[config.mk]
export PLATFORM = sky130hd
export DESIGN_NAME = vproc_mem_bridge
export DESIGN_NICKNAME = d
export VERILOG_FILES = /design/src/rtl/vproc_mem_bridge.sv
export SDC_FILE = /design/constraint.sdc
export NUM_CORES = 1
export LEC_CHECK = 0
export CAP_MARGIN = 30
export CORE_AREA = 2 2 174 108
export DETAILED_ROUTE_END_ITERATION = 7
export DIE_AREA = 0 0 176 110
export PLACE_DENSITY = 0.92
export SLEW_MARGIN = 20
export SYNTH_ARGS = -nofsm -noshare
export SYNTH_HDL_FRONTEND = slang
export SYNTH_SLANG_ARGS = --single-unit
[constraint.sdc]
create_clock -name clk -period 9.1 [get_ports clk]
set_input_delay 1.365 -clock clk [delete_from_list [all_inputs] [get_ports clk]]
set_output_delay 1.365 -clock clk [all_outputs]
set_load 0.02 [all_outputs]
[src/rtl/vproc_mem_bridge.sv]
// Request-queue bridge between a vector-processor memory port and a single-outstanding
// storage controller: FIFO-buffered requests, one access at a time, in-order responses.
module vproc_mem_bridge #(
  parameter int MEM_W          = 32,
  parameter int FIFO_DEPTH     = 2,
  parameter int TIMEOUT_CYCLES = 1024
) (
  input  logic               clk,
  input  logic               rst,
  input  logic               mem_req_i,
  output logic               mem_gnt_o,
  input  logic               mem_we_i,
  input  logic [31:0]        mem_addr_i,
  input  logic [MEM_W/8-1:0] mem_be_i,
  input  logic [MEM_W-1:0]   mem_wdata_i,
  output logic               mem_rvalid_o,
  output logic [MEM_W-1:0]   mem_rdata_o,
  output logic               mem_err_o,
  output logic               sc_access_o,
  output logic               sc_is_writing_o,
  output logic [31:0]        sc_addr_o,
  output logic [31:0]        sc_d_in_o,
  output logic [MEM_W/8-1:0] sc_be_o,
  input  logic [31:0]        sc_d_out_i,
  input  logic               sc_out_valid_i
);

  localparam int BE_W  = MEM_W / 8;
  localparam int PTR_W = (FIFO_DEPTH > 1) ? $clog2(FIFO_DEPTH) : 1;
  localparam int CNT_W = $clog2(TIMEOUT_CYCLES + 1);
  localparam logic [PTR_W:0]   DEPTH_CNT = (PTR_W + 1)'(FIFO_DEPTH);
  localparam logic [CNT_W-1:0] CNT_LAST  = CNT_W'(TIMEOUT_CYCLES - 1);

  typedef enum logic [1:0] {IDLE, ISSUE, WAIT, RESP} state_e;

  state_e state_q, state_d;

  logic             fifo_we_q    [FIFO_DEPTH];
  logic [31:0]      fifo_addr_q  [FIFO_DEPTH];
  logic [BE_W-1:0]  fifo_be_q    [FIFO_DEPTH];
  logic [MEM_W-1:0] fifo_wdata_q [FIFO_DEPTH];
  logic [PTR_W-1:0] wptr_q, rptr_q;
  logic [PTR_W:0]   count_q;

  logic             full, empty, push, pop, gnt;
  logic             head_we;
  logic [31:0]      head_addr;
  logic [BE_W-1:0]  head_be;
  logic [MEM_W-1:0] head_wdata;

  logic             hold_we_q, hold_we_d;
  logic [31:0]      hold_addr_q, hold_addr_d;
  logic [BE_W-1:0]  hold_be_q, hold_be_d;
  logic [MEM_W-1:0] hold_wdata_q, hold_wdata_d;
  logic [CNT_W-1:0] cnt_q, cnt_d;
  logic [MEM_W-1:0] rdata_q, rdata_d;
  logic             err_q, err_d;

  assign full  = (count_q == DEPTH_CNT);
  assign empty = (count_q == '0);
  assign pop   = (state_q == IDLE) && !empty;
  // A pop in the same cycle frees a slot, so a full queue can still take a request.
  assign gnt   = !full || pop;
  assign push  = mem_req_i && gnt;

  assign head_we    = fifo_we_q[rptr_q];
  assign head_addr  = fifo_addr_q[rptr_q];
  assign head_be    = fifo_be_q[rptr_q];
  assign head_wdata = fifo_wdata_q[rptr_q];

  always_ff @(posedge clk) begin
    if (push) begin
      fifo_we_q[wptr_q]    <= mem_we_i;
      fifo_addr_q[wptr_q]  <= mem_addr_i;
      fifo_be_q[wptr_q]    <= mem_be_i;
      fifo_wdata_q[wptr_q] <= mem_wdata_i;
    end
  end

  always_ff @(posedge clk) begin
    if (!rst) begin
      wptr_q  <= '0;
      rptr_q  <= '0;
      count_q <= '0;
    end else begin
      if (push) wptr_q <= wptr_q + 1'b1;
      if (pop)  rptr_q <= rptr_q + 1'b1;
      if (push && !pop)      count_q <= count_q + 1'b1;
      else if (pop && !push) count_q <= count_q - 1'b1;
    end
  end

  always_comb begin
    state_d      = state_q;
    cnt_d        = cnt_q;
    rdata_d      = rdata_q;
    err_d        = err_q;
    hold_we_d    = hold_we_q;
    hold_addr_d  = hold_addr_q;
    hold_be_d    = hold_be_q;
    hold_wdata_d = hold_wdata_q;
    unique case (state_q)
      IDLE: begin
        if (!empty) begin
          hold_we_d    = head_we;
          hold_addr_d  = head_addr;
          hold_be_d    = head_be;
          hold_wdata_d = head_wdata;
          cnt_d        = '0;
          // Misaligned requests never reach the controller.
          if (head_addr[1:0] != 2'b00) begin
            state_d = RESP;
            rdata_d = '0;
            err_d   = 1'b1;
          end else begin
            state_d = ISSUE;
          end
        end
      end
      ISSUE: begin
        state_d = WAIT;
        cnt_d   = '0;
      end
      WAIT: begin
        if (sc_out_valid_i) begin
          state_d = RESP;
          rdata_d = hold_we_q ? '0 : MEM_W'(sc_d_out_i);
          err_d   = 1'b0;
        end else if (cnt_q == CNT_LAST) begin
          state_d = RESP;
          rdata_d = '0;
          err_d   = 1'b1;
        end else begin
          cnt_d = cnt_q + 1'b1;
        end
      end
      RESP: begin
        state_d = IDLE;
        cnt_d   = '0;
      end
      default: state_d = IDLE;
    endcase
  end

  always_ff @(posedge clk) begin
    if (!rst) begin
      state_q      <= IDLE;
      cnt_q        <= '0;
      rdata_q      <= '0;
      err_q        <= 1'b0;
      hold_we_q    <= 1'b0;
      hold_addr_q  <= '0;
      hold_be_q    <= '0;
      hold_wdata_q <= '0;
    end else begin
      state_q      <= state_d;
      cnt_q        <= cnt_d;
      rdata_q      <= rdata_d;
      err_q        <= err_d;
      hold_we_q    <= hold_we_d;
      hold_addr_q  <= hold_addr_d;
      hold_be_q    <= hold_be_d;
      hold_wdata_q <= hold_wdata_d;
    end
  end

  assign mem_gnt_o       = gnt;
  assign mem_rvalid_o    = (state_q == RESP);
  assign mem_rdata_o     = mem_rvalid_o ? rdata_q : '0;
  assign mem_err_o       = mem_rvalid_o && err_q;
  assign sc_access_o     = (state_q == ISSUE);
  assign sc_is_writing_o = hold_we_q;
  assign sc_addr_o       = hold_addr_q;
  assign sc_d_in_o       = 32'(hold_wdata_q);
  assign sc_be_o         = hold_be_q;

endmodule

==> results of run 1 <==
power groups by stage:
| stage | registers (mW) | logic [mW] | clock network [mW] |
|---|---|---|---|
| 2_1_floorplan | 1.75 | 0.597 | 0 |
| 3_3_place_gp | 1.64 | 1.15 | 0 |
| 3_5_place_dp | 1.63 | 1.21 | 0 |
| 4_1_cts | 1.61 | 1.22 | 0.981 |
| 5_1_grt | 1.63 | 1.33 | 1.03 |
| 6_report | 1.60 | 1.23 | 0.965 |
placed cells by master, fill, tap and decap left out, drive strengths merged, types with 3 or more instances in the layout:
| cell type | netlist | routed |
|---|---|---|
| clkinv | 0 | 4 |
| and2 | 34 | 34 |
| o21ai | 7 | 7 |
| nor2 | 75 | 75 |
| a211oi | 70 | 70 |
| nand3 | 5 | 5 |
| a311oi | 3 | 3 |
| a21oi | 9 | 9 |
| dfxtp | 120 | 120 |
| buf | 17 | 11 |
| clkbuf | 29 | 39 |
| a22o | 32 | 32 |
| nand2 | 15 | 15 |
| o211ai | 4 | 4 |
| ha | 7 | 7 |
| inv | 8 | 9 |
| xor2 | 3 | 3 |
| clkdlybuf4s50 | 0 | 209 |
| or4 | 6 | 6 |
| mux2i | 69 | 69 |
| edfxtp | 138 | 138 |
| a31oi | 8 | 8 |
layer usage:
layer,part of all wire,GRT usage
met5,0,0
met4,0.019,0.04900
met3,0.065,0.04355
met2,0.46,0.3459
met1,0.45,0.2995
cell families after synthesis:
family,synth area share
DFF,0.6940
and+or+nand+nor,0.08171
AOI/OAI and AO/OA,0.1143
muxes,0.07322
buffers and inverters,0.02374
adders and majority gates,0.009285
xor gates and xnor gates,0.003715
flip-flops by register name, summed over array words and instances, names as in the netlist, 4 cells and up, named ones only:
signal	cells
fifo_wdata_q	64
rdata_q	32
fifo_be_q	8
sc_d_in_o	32
cnt_q	11
sc_be_o	4
sc_addr_o	32
fifo_addr_q	64
final cells by class:
type / count / area, µm²
clock buffers: 38 / 704.4
clock inverters: 6 / 57.56
fillers: 1165 / 5171
inverters: 8 / 30.03
multi-input cells: 376 / 2685
flip-flops and latches: 258 / 6549
well taps: 240 / 300.3
repair buffers: 221 / 2237
metrics by stage:
| step | hold slack (ns) | utilization | cells | setup slack, ns | power [mW] |
|---|---|---|---|---|---|
| 2_1_floorplan | 0.4285 | - | 688 | 4.268 | 2.351 |
| 3_3_place_gp | 0.4488 | 0.6598 | 1097 | 5.662 | 2.783 |
| 3_5_place_dp | 0.4474 | 0.6609 | 1098 | 5.618 | 2.834 |
| 4_1_cts | 0.4687 | 0.7039 | 1142 | 5.171 | 3.807 |
| 5_1_grt | 0.4828 | 0.7084 | 1147 | 5.241 | 3.988 |
| 6_report | 0.4676 | 0.7084 | 1147 | 5.346 | 3.795 |
path summary, 6_finish.rpt:
| path | from | endpoint | depth (start not counted) |
|---|---|---|---|
| max | state_q[0] | mem_gnt_o | 4 |
| min | rdata_q[18] | rdata_q[18] | 1 |
| max reg2reg | state_q[0] | sc_d_in_o[8] | 6 |
| min reg2reg | rdata_q[18] | rdata_q[18] | 1 |
==> out/results.ini, run 1 <==
[status]
outcome = finished, final reports clean

[pwr]
p_leak_nw = 4.279
pwr-share-clk = 0.254
p_comb_frac = 0.323
p_per_area_mw_per_mm2 = 302.1
switching_share = 0.3237
share_seq_of_total_power = 0.423
p_sw_mw = 1.229
irDropWorstVdd_v = 0.0002252
internal_power_mw = 2.567

[setup_path]
reg2reg_setup_slack_ns = 6.43
cp.required_ns = 7.74
cp_top_family = buffers and inverters
worstPathArrival_ns = 2.39
cpMaxStageDelayCell = clkdlybuf4s50_1
end_kind = output pin
cp.buffers_inverters = 2
worstSetupPathType = reg2out
worstPathMaxFanout = 6
cp_cell_sequence = inv_1, ha_1, or3b_2, clkdlybuf4s50_1
crit_path_max_incr_delay_ns = 0.58
cp-start-kind = flip-flop

[sta]
rsz0062_at_grt = no
setup_violations = 0
min_period_over_period = 0.4125
setup-tns-final_ns = 0
min_period_ns = 3.754
worst_pin_slew_ns = 0.9047
relSlewSlack = 0.3969
clock_skew_ns = 0.006430
hold_viol_final = 0
clock.fmax_mhz = 266.4
maxSlewViolCount = 0

[placed_design]
placed_area_mm2 = 0.01172
place.gp.congestion = 0.8485
place.port_buffers = 209
post-dp-hpwl_um = 13470

[logic_synthesis]
syn_area_mm2 = 0.009433
synth-warning-count = 0
yosysMostFrequentCell = edfxtp_1
ys_seq_elements = 258
yosysTopAreaCell = edfxtp_1
synth_edf_count = 138
synth_nets = 800
yosys-top-cells-count = 138 x edfxtp_1, 120 x dfxtp_1, 75 x nor2_1
synthDistinctLibCells = 45
syn_avg_cell_area_um2 = 13.71
ys.flop_type = edfxtp_1
yosys-top-cells-area = edfxtp_1 44%, dfxtp_1 25%, mux2i_1 7.3%, a211oi_1 5.6%, nor2_1 3.0%
synth_top_area_share = 0.4393
async_reset_ff_frac = 0
ys_seq_area_frac = 0.6940
postSynthCellCount = 688

[routing]
vias = 6258
drc = 0
wl_per_cell_um = 18.36
drt_pass1_iterations = 5
first_iter_violations = 577
wirelength_um = 21060
drtAntennaViolNets = 0
viasPerCell = 5.456

[cells_and_area]
final_cell_area_mm2 = 0.01256
fin_nets = 1001
num_antenna_cells = 0
drive_above_1_share = 0.06284
area_growth_syn_to_layout_pct = 33.19

[cts]
cts_tree = done
clk_path_buf_depth = 3
root_buffer = clkbuf_16
cts_sinks = 258
clkTransAtPathRegs_ns = 0.07
post-cts-setup-buffers = 0
cts_buffers = 24
cts_resized = 0
hold_buffers = 0
insertion_delay_ns = 0.50
htree_levels = 1

[grt]
grt_start_max_net_pins = 94
antenna_found_initial = 0
grt_usage = 0.2127
grt_pass1_vias = 6048
grt_overflow_total = 0
grt_first_pass_wirelength_um = 32190

[floorplanning]
fp.dieW_um = 176
die_h_um = 110
core-area_mm2 = 0.01773
std_cell_rows = 38
initial_core_util = 0.5319
io_pins = 210
die_area_mm2 = 0.01936

[flow_run]
max-cap-violations = 0

[min_path]
hp-class = reg2reg

No activity file was read; power rests on OpenSTA's default activity.
==> run 2, diff against run 1 <==
CORE_AREA = 2 2 190 118   (was 2 2 174 108)
DIE_AREA = 0 0 192 120   (was 0 0 176 110)
PLACE_DENSITY = 0.83   (was 0.92)
clock period = 3 ns   (was 9.1 ns; I/O delays follow)
==> out/results.ini, run 2 (synthesis gave the netlist of run 1 again) <==
[routing]
wl_per_cell_um = 17.87  ; was 18.36 µm
drc = 0  ; unchanged
first_iter_violations = 368  ; was 577
drtAntennaViolNets = 0  ; unchanged
vias = 6255  ; was 6258
wirelength_um = 21350  ; was 21060 µm
drt_pass1_iterations = 5  ; unchanged
viasPerCell = 5.234  ; was 5.456

[min_path]
min_to = rdata_q[8]  ; was rdata_q[18]
hold_start = rdata_q[8]  ; was rdata_q[18]
hold_path_depth = 1  ; unchanged
hp-class = reg2reg  ; unchanged

[placed_design]
post-dp-hpwl_um = 13740  ; was 13470 µm
placed_area_mm2 = 0.01184  ; was 0.01172 mm²
place.gp.congestion = 0.7753  ; was 0.8485
place.port_buffers = 209  ; unchanged
place_worst_setup_slack_ns = 0.6312  ; was 5.618 ns

[cells_and_area]
fin_nets = 1002  ; was 1001
drive_above_1_share = 0.07159  ; was 0.06284
final_cell_area_mm2 = 0.01268  ; was 0.01256 mm²
area_growth_syn_to_layout_pct = 34.47  ; was 33.19%
final_util = 0.5916  ; was 0.7084
fillerInstances = 1681  ; was 1165
final_cell_mix = 209 x clkdlybuf4s50_1, 138 x edfxtp_1, 118 x dfxtp_1  ; unchanged
layout_commonest_cell = clkdlybuf4s50_1  ; unchanged
reg_top3 = fifo_addr_q x64, fifo_wdata_q x64  ; unchanged

[sta]
min_period_ns = 2.809
setup-tns-final_ns = 0  ; unchanged
hold_viol_final = 0  ; unchanged
worst_pin_slew_ns = 0.7810  ; was 0.9047 ns
maxSlewViolCount = 0  ; unchanged
relSlewSlack = 0.4793  ; was 0.3969
setup_violations = 0  ; unchanged
clock_skew_ns = 0.01344  ; was 0.006430 ns
min_period_over_period = 0.9364
clock.fmax_mhz = 356.0
setup_ws_ns = 0.1907  ; was 5.346 ns
whs_ns = 0.4681  ; was 0.4676 ns
rsz0062_at_grt = no  ; unchanged

[pwr]
p_leak_nw = 4.322  ; was 4.279 nW
share_seq_of_total_power = 0.417  ; was 0.423
irDropWorstVdd_v = 0.0005879  ; was 0.0002252 V
internal_power_mw = 8.000  ; was 2.567 mW
p_per_area_mw_per_mm2 = 925.7  ; was 302.1 mW/mm²
p_sw_mw = 3.742  ; was 1.229 mW
switching_share = 0.3187  ; was 0.3237
p_comb_frac = 0.312  ; was 0.323
pwr-share-clk = 0.270  ; was 0.254

[setup_path]
worstSetupPathType = reg2out  ; unchanged
reg2regPathDepth = 8  ; was 6
worstPathMaxFanout = 6  ; unchanged
cp-start-kind = flip-flop  ; unchanged
end_kind = output pin  ; unchanged
reg2reg_setup_slack_ns = 0.59  ; was 6.43 ns
rr_startpoint = state_q[0]  ; unchanged
worstPathArrival_ns = 2.36  ; was 2.39 ns
rr_endpoint = count_q[1]  ; was sc_d_in_o[8]
cp.required_ns = 2.55  ; was 7.74 ns

[grt]
grt_start_max_net_pins = 140  ; was 94
grt_first_pass_wirelength_um = 32620  ; was 32190 µm
grt_usage = 0.1807  ; was 0.2127
grt_pass1_vias = 6005  ; was 6048
antenna_found_initial = 0  ; unchanged
grt_overflow_total = 0  ; unchanged

[floorplanning]
io_pins = 210  ; unchanged
die_h_um = 120  ; was 110 µm
die_area_mm2 = 0.02304  ; was 0.01936 mm²
std_cell_rows = 42  ; was 38
core-area_mm2 = 0.02144  ; was 0.01773 mm²
fp.dieW_um = 192  ; was 176 µm
initial_core_util = 0.4400  ; was 0.5319

[flow_run]
max-cap-violations = 0  ; unchanged

[cts]
insertion_delay_ns = 0.51  ; was 0.50 ns
cts_resized = 0  ; unchanged
post-cts-setup-buffers = 0  ; unchanged
cts_tree = done  ; unchanged
cts_buffers = 24  ; unchanged
root_buffer = clkbuf_16  ; unchanged
hold_buffers = 0  ; unchanged
clkTransAtPathRegs_ns = 0.07  ; about the same
clk_path_buf_depth = 3  ; unchanged
cts_sinks = 258  ; unchanged
htree_levels = 1  ; unchanged

[status]
outcome = finished, final reports clean  ; unchanged

run 2: cell types whose count changed in the layout (fill, tap and decap cells not counted), sizes merged:
cell and change:
diode +1, inv -2, clkbuf -7, bufinv +2, clkinv +6, buf +2
run 2: area by class of cell:
type                            instances  area (µm²)  area share
Inverter                                8       31.28    0.002466
Tap cell                              286       357.8     0.02821
Sequential cell                       258        6549      0.5163
Antenna cell                            1       2.502   0.0001973
Clock inverter                         12       141.4     0.01115
Clock buffer                           32       703.2     0.05543
Timing Repair Buffer                  222        2215      0.1746
Multi-Input combinational cell        376        2685      0.2117
run 2: stage by stage:
step                instances  total power, mW
floorplan                 688            7.122
finish                   1195            11.74
global placement         1150            8.544
detailed placement       1150            8.653
CTS                      1194            11.86
global route             1194            12.36
run 2: worst max-delay path: stages (launching register included):
cell             delay, ns
dfxtp_1               0.39
inv_1                 0.11
ha_1                  0.28
or3b_2                0.51
clkdlybuf4s50_1       0.57
run 2: worst max path at each step:
| stage | start | endpoint | slack [ns] | cells past startpoint |
|---|---|---|---|---|
| 5_1_grt | state_q[0] | mem_gnt_o | 0.11 | 4 |
| 3_5_place_dp | state_q[0] | count_q[1] | 0.63 | 8 |
| 2_1_floorplan | state_q[0] | fifo_addr_q[1][0] | 0.01 | 4 |
| 4_1_cts | state_q[0] | mem_gnt_o | 0.17 | 4 |
| 6_report | state_q[0] | mem_gnt_o | 0.19 | 4 |
| 3_3_place_gp | state_q[0] | count_q[1] | 0.70 | 8 |
run 2: power groups by stage:
stage / Clock (mW) / Sequential (mW) / Combinational (mW)
global route: 3.39 / 4.98 / 3.99
detailed placement: 0 / 4.97 / 3.68
finish: 3.18 / 4.90 / 3.67
floorplan: 0 / 5.31 / 1.82
CTS: 3.25 / 4.91 / 3.70
global placement: 0 / 4.94 / 3.60
run 2: per-layer routing:
layer	share of wire	vias up	global-route usage
li1	-	3002	-
met1	0.46	2982	0.2573
met2	0.45	230	0.2798
met3	0.073	41	0.04241
met4	0.022	0	0.04485
met5	0	-	0
==> run 3, diff against run 2 <==
CORE_AREA = 2 2 181 112   (was 2 2 190 118)
DIE_AREA = 0 0 183 114   (was 0 0 192 120)
PLACE_DENSITY = 0.86   (was 0.83)
clock period = 2.8 ns   (was 3 ns; I/O delays follow)
==> out/results.ini, run 3 (synthesis gave the netlist of run 1 again) <==
[floorplanning]
core-area_mm2 = 0.01942  ; was 0.02144 mm²
die_h_um = 114  ; was 120 µm
initial_core_util = 0.4858  ; was 0.4400
std_cell_rows = 40  ; was 42
fp.dieW_um = 183  ; was 192 µm
io_pins = 210  ; unchanged
die_area_mm2 = 0.02086  ; was 0.02304 mm²

[pwr]
p_per_area_mw_per_mm2 = 1005  ; was 925.7 mW/mm²
finalPower_mw = 12.80  ; was 11.74 mW
irDropWorstVdd_v = 0.0006698  ; was 0.0005879 V
p_leak_nw = 4.359  ; was 4.322 nW

[setup_path]
end_kind = output pin  ; unchanged
worstPathMaxFanout = 34  ; was 6
cp_cell_sequence = ha_1, buf_4, and2_1, clkdlybuf4s50_1  ; was inv_1, ha_1, or3b_2, clkdlybuf4s50_1
worstSetupPathType = reg2out  ; unchanged
reg2reg_setup_slack_ns = 0.36  ; was 0.59 ns
rr_startpoint = state_q[0]  ; unchanged
cp.required_ns = 2.38  ; was 2.55 ns
rr_endpoint = count_q[1]  ; unchanged
crit_path_max_incr_delay_ns = 0.64  ; was 0.57 ns
worstPathArrival_ns = 2.16  ; was 2.36 ns
cp.buffers_inverters = 2  ; unchanged
cpMaxStageDelayCell = clkdlybuf4s50_1  ; unchanged
cp-start-kind = flip-flop  ; unchanged
cp_top_family = buffers and inverters  ; unchanged
reg2regPathDepth = 8  ; unchanged

[sta]
clock.fmax_mhz = 387.0
setup-tns-final_ns = 0  ; unchanged
relSlewSlack = 0.5381  ; was 0.4793
min_period_over_period = 0.9229
rsz0062_at_grt = no  ; unchanged
worst_pin_slew_ns = 0.6929  ; was 0.7810 ns
whs_ns = 0.4554  ; was 0.4681 ns
setup_violations = 0  ; unchanged
hold_viol_final = 0  ; unchanged
maxSlewViolCount = 0  ; unchanged
clock_skew_ns = 0.01290  ; was 0.01344 ns
min_period_ns = 2.584

[flow_run]
max-cap-violations = 0  ; unchanged

[grt]
antenna_found_initial = 1  ; was 0
grt_usage = 0.2033  ; was 0.1807
grt_pass1_vias = 6121  ; was 6005
grt_first_pass_wirelength_um = 33340  ; was 32620 µm
grt_start_max_net_pins = 140  ; unchanged
grt_overflow_total = 0  ; unchanged

[status]
outcome = finished, final reports clean  ; unchanged

[cells_and_area]
reg_top3 = fifo_addr_q x64, fifo_wdata_q x64  ; unchanged
fin_nets = 1005  ; was 1002
drive_above_1_share = 0.07464  ; was 0.07159
final_cell_area_mm2 = 0.01273  ; was 0.01268 mm²
fillerInstances = 1398  ; was 1681
final_cell_mix = 208 x clkdlybuf4s50_1, 138 x edfxtp_1, 118 x dfxtp_1  ; was 209 x clkdlybuf4s50_1, 138 x edfxtp_1, 118 x dfxtp_1
layout_commonest_cell = clkdlybuf4s50_1  ; unchanged
final_util = 0.6556  ; was 0.5916
area_growth_syn_to_layout_pct = 34.97  ; was 34.47%

[min_path]
min_to = cnt_q[10]  ; was rdata_q[8]
hp-class = reg2reg  ; unchanged
hold_path_depth = 2  ; was 1
hold_start = cnt_q[10]  ; was rdata_q[8]

[placed_design]
place.port_buffers = 209  ; unchanged
post-dp-hpwl_um = 13840  ; was 13740 µm
place.gp.congestion = 0.8090  ; was 0.7753
placed_area_mm2 = 0.01180  ; was 0.01184 mm²

[routing]
vias = 6309  ; was 6255
drtAntennaViolNets = 0  ; unchanged
drt_pass1_iterations = 4  ; was 5
wl_per_cell_um = 18.58  ; was 17.87 µm
wirelength_um = 21630  ; was 21350 µm
first_iter_violations = 471  ; was 368
wl_met2_um = 9803  ; was 9569 µm
viasPerCell = 5.420  ; was 5.234
wl_met3_um = 1379  ; was 1564 µm
wl_met1_um = 9874  ; was 9736 µm
top_layer = met4  ; unchanged
drc = 0  ; unchanged

[cts]
cts_sinks = 258  ; unchanged
insertion_delay_ns = 0.52  ; was 0.51 ns
clkTransAtPathRegs_ns = 0.07  ; about the same
post-cts-setup-buffers = 0  ; unchanged
cts_tree = done  ; unchanged
htree_levels = 1  ; unchanged
root_buffer = clkbuf_16  ; unchanged
hold_buffers = 0  ; unchanged
cts_buffers = 24  ; unchanged
cts_resized = 0  ; unchanged
clk_path_buf_depth = 3  ; unchanged

[run 3: power by group]
group	switching [mW]	leakage (nW)	internal [mW]	total, mW
registers	0.486	2.27	4.79	5.28
clock network	1.39	0.431	2.16	3.55
logic	2.20	1.65	1.77	3.97
[run 3: worst register-to-register path: cells and delay by family, from the launching register on]
family                     cells  cell delay [ns]
DFF                            1             0.39
and+or+nand+nor                3             1.06
adders and majority gates      2             0.60
buffers and inverters          2             0.18
AOI/OAI and AO/OA              1             0.15
[run 3: worst max path at each step]
stage / start / endpoint / cells past startpoint
2_1_floorplan: state_q[0] / fifo_addr_q[0][0] / 5
3_3_place_gp: mem_req_i / fifo_addr_q[0][4] / 4
3_5_place_dp: mem_req_i / fifo_addr_q[0][7] / 4
4_1_cts: state_q[0] / mem_gnt_o / 4
5_1_grt: state_q[0] / mem_err_o / 4
6_report: state_q[0] / mem_rdata_o[2] / 4
[run 3: cell type report]
cell class	instances	area, µm²	area share
antenna	1	2.502	0.0001966
clock buffer	34	719.4	0.05651
clock inverter	10	157.7	0.01238
inverter	8	30.03	0.002359
multi-input combinational	376	2685	0.2109
sequential	258	6549	0.5144
tap	252	315.3	0.02477
timing repair buffer	225	2272	0.1785
[run 3: metal layers]
layer  up-vias  track usage
li1       3010            -
met1      3046       0.2835
met2       205       0.3205
met3        48      0.04757
met4         0      0.05920
met5         -            0
[run 3: stage by stage]
stage / setup slack (ns) / std cells
floorplan: 0.3521 / 688
global placement: 0.3069 / 1117
detailed placement: 0.2387 / 1117
CTS: 0.03146 / 1161
global route: 0.1312 / 1163
finish: 0.2160 / 1164
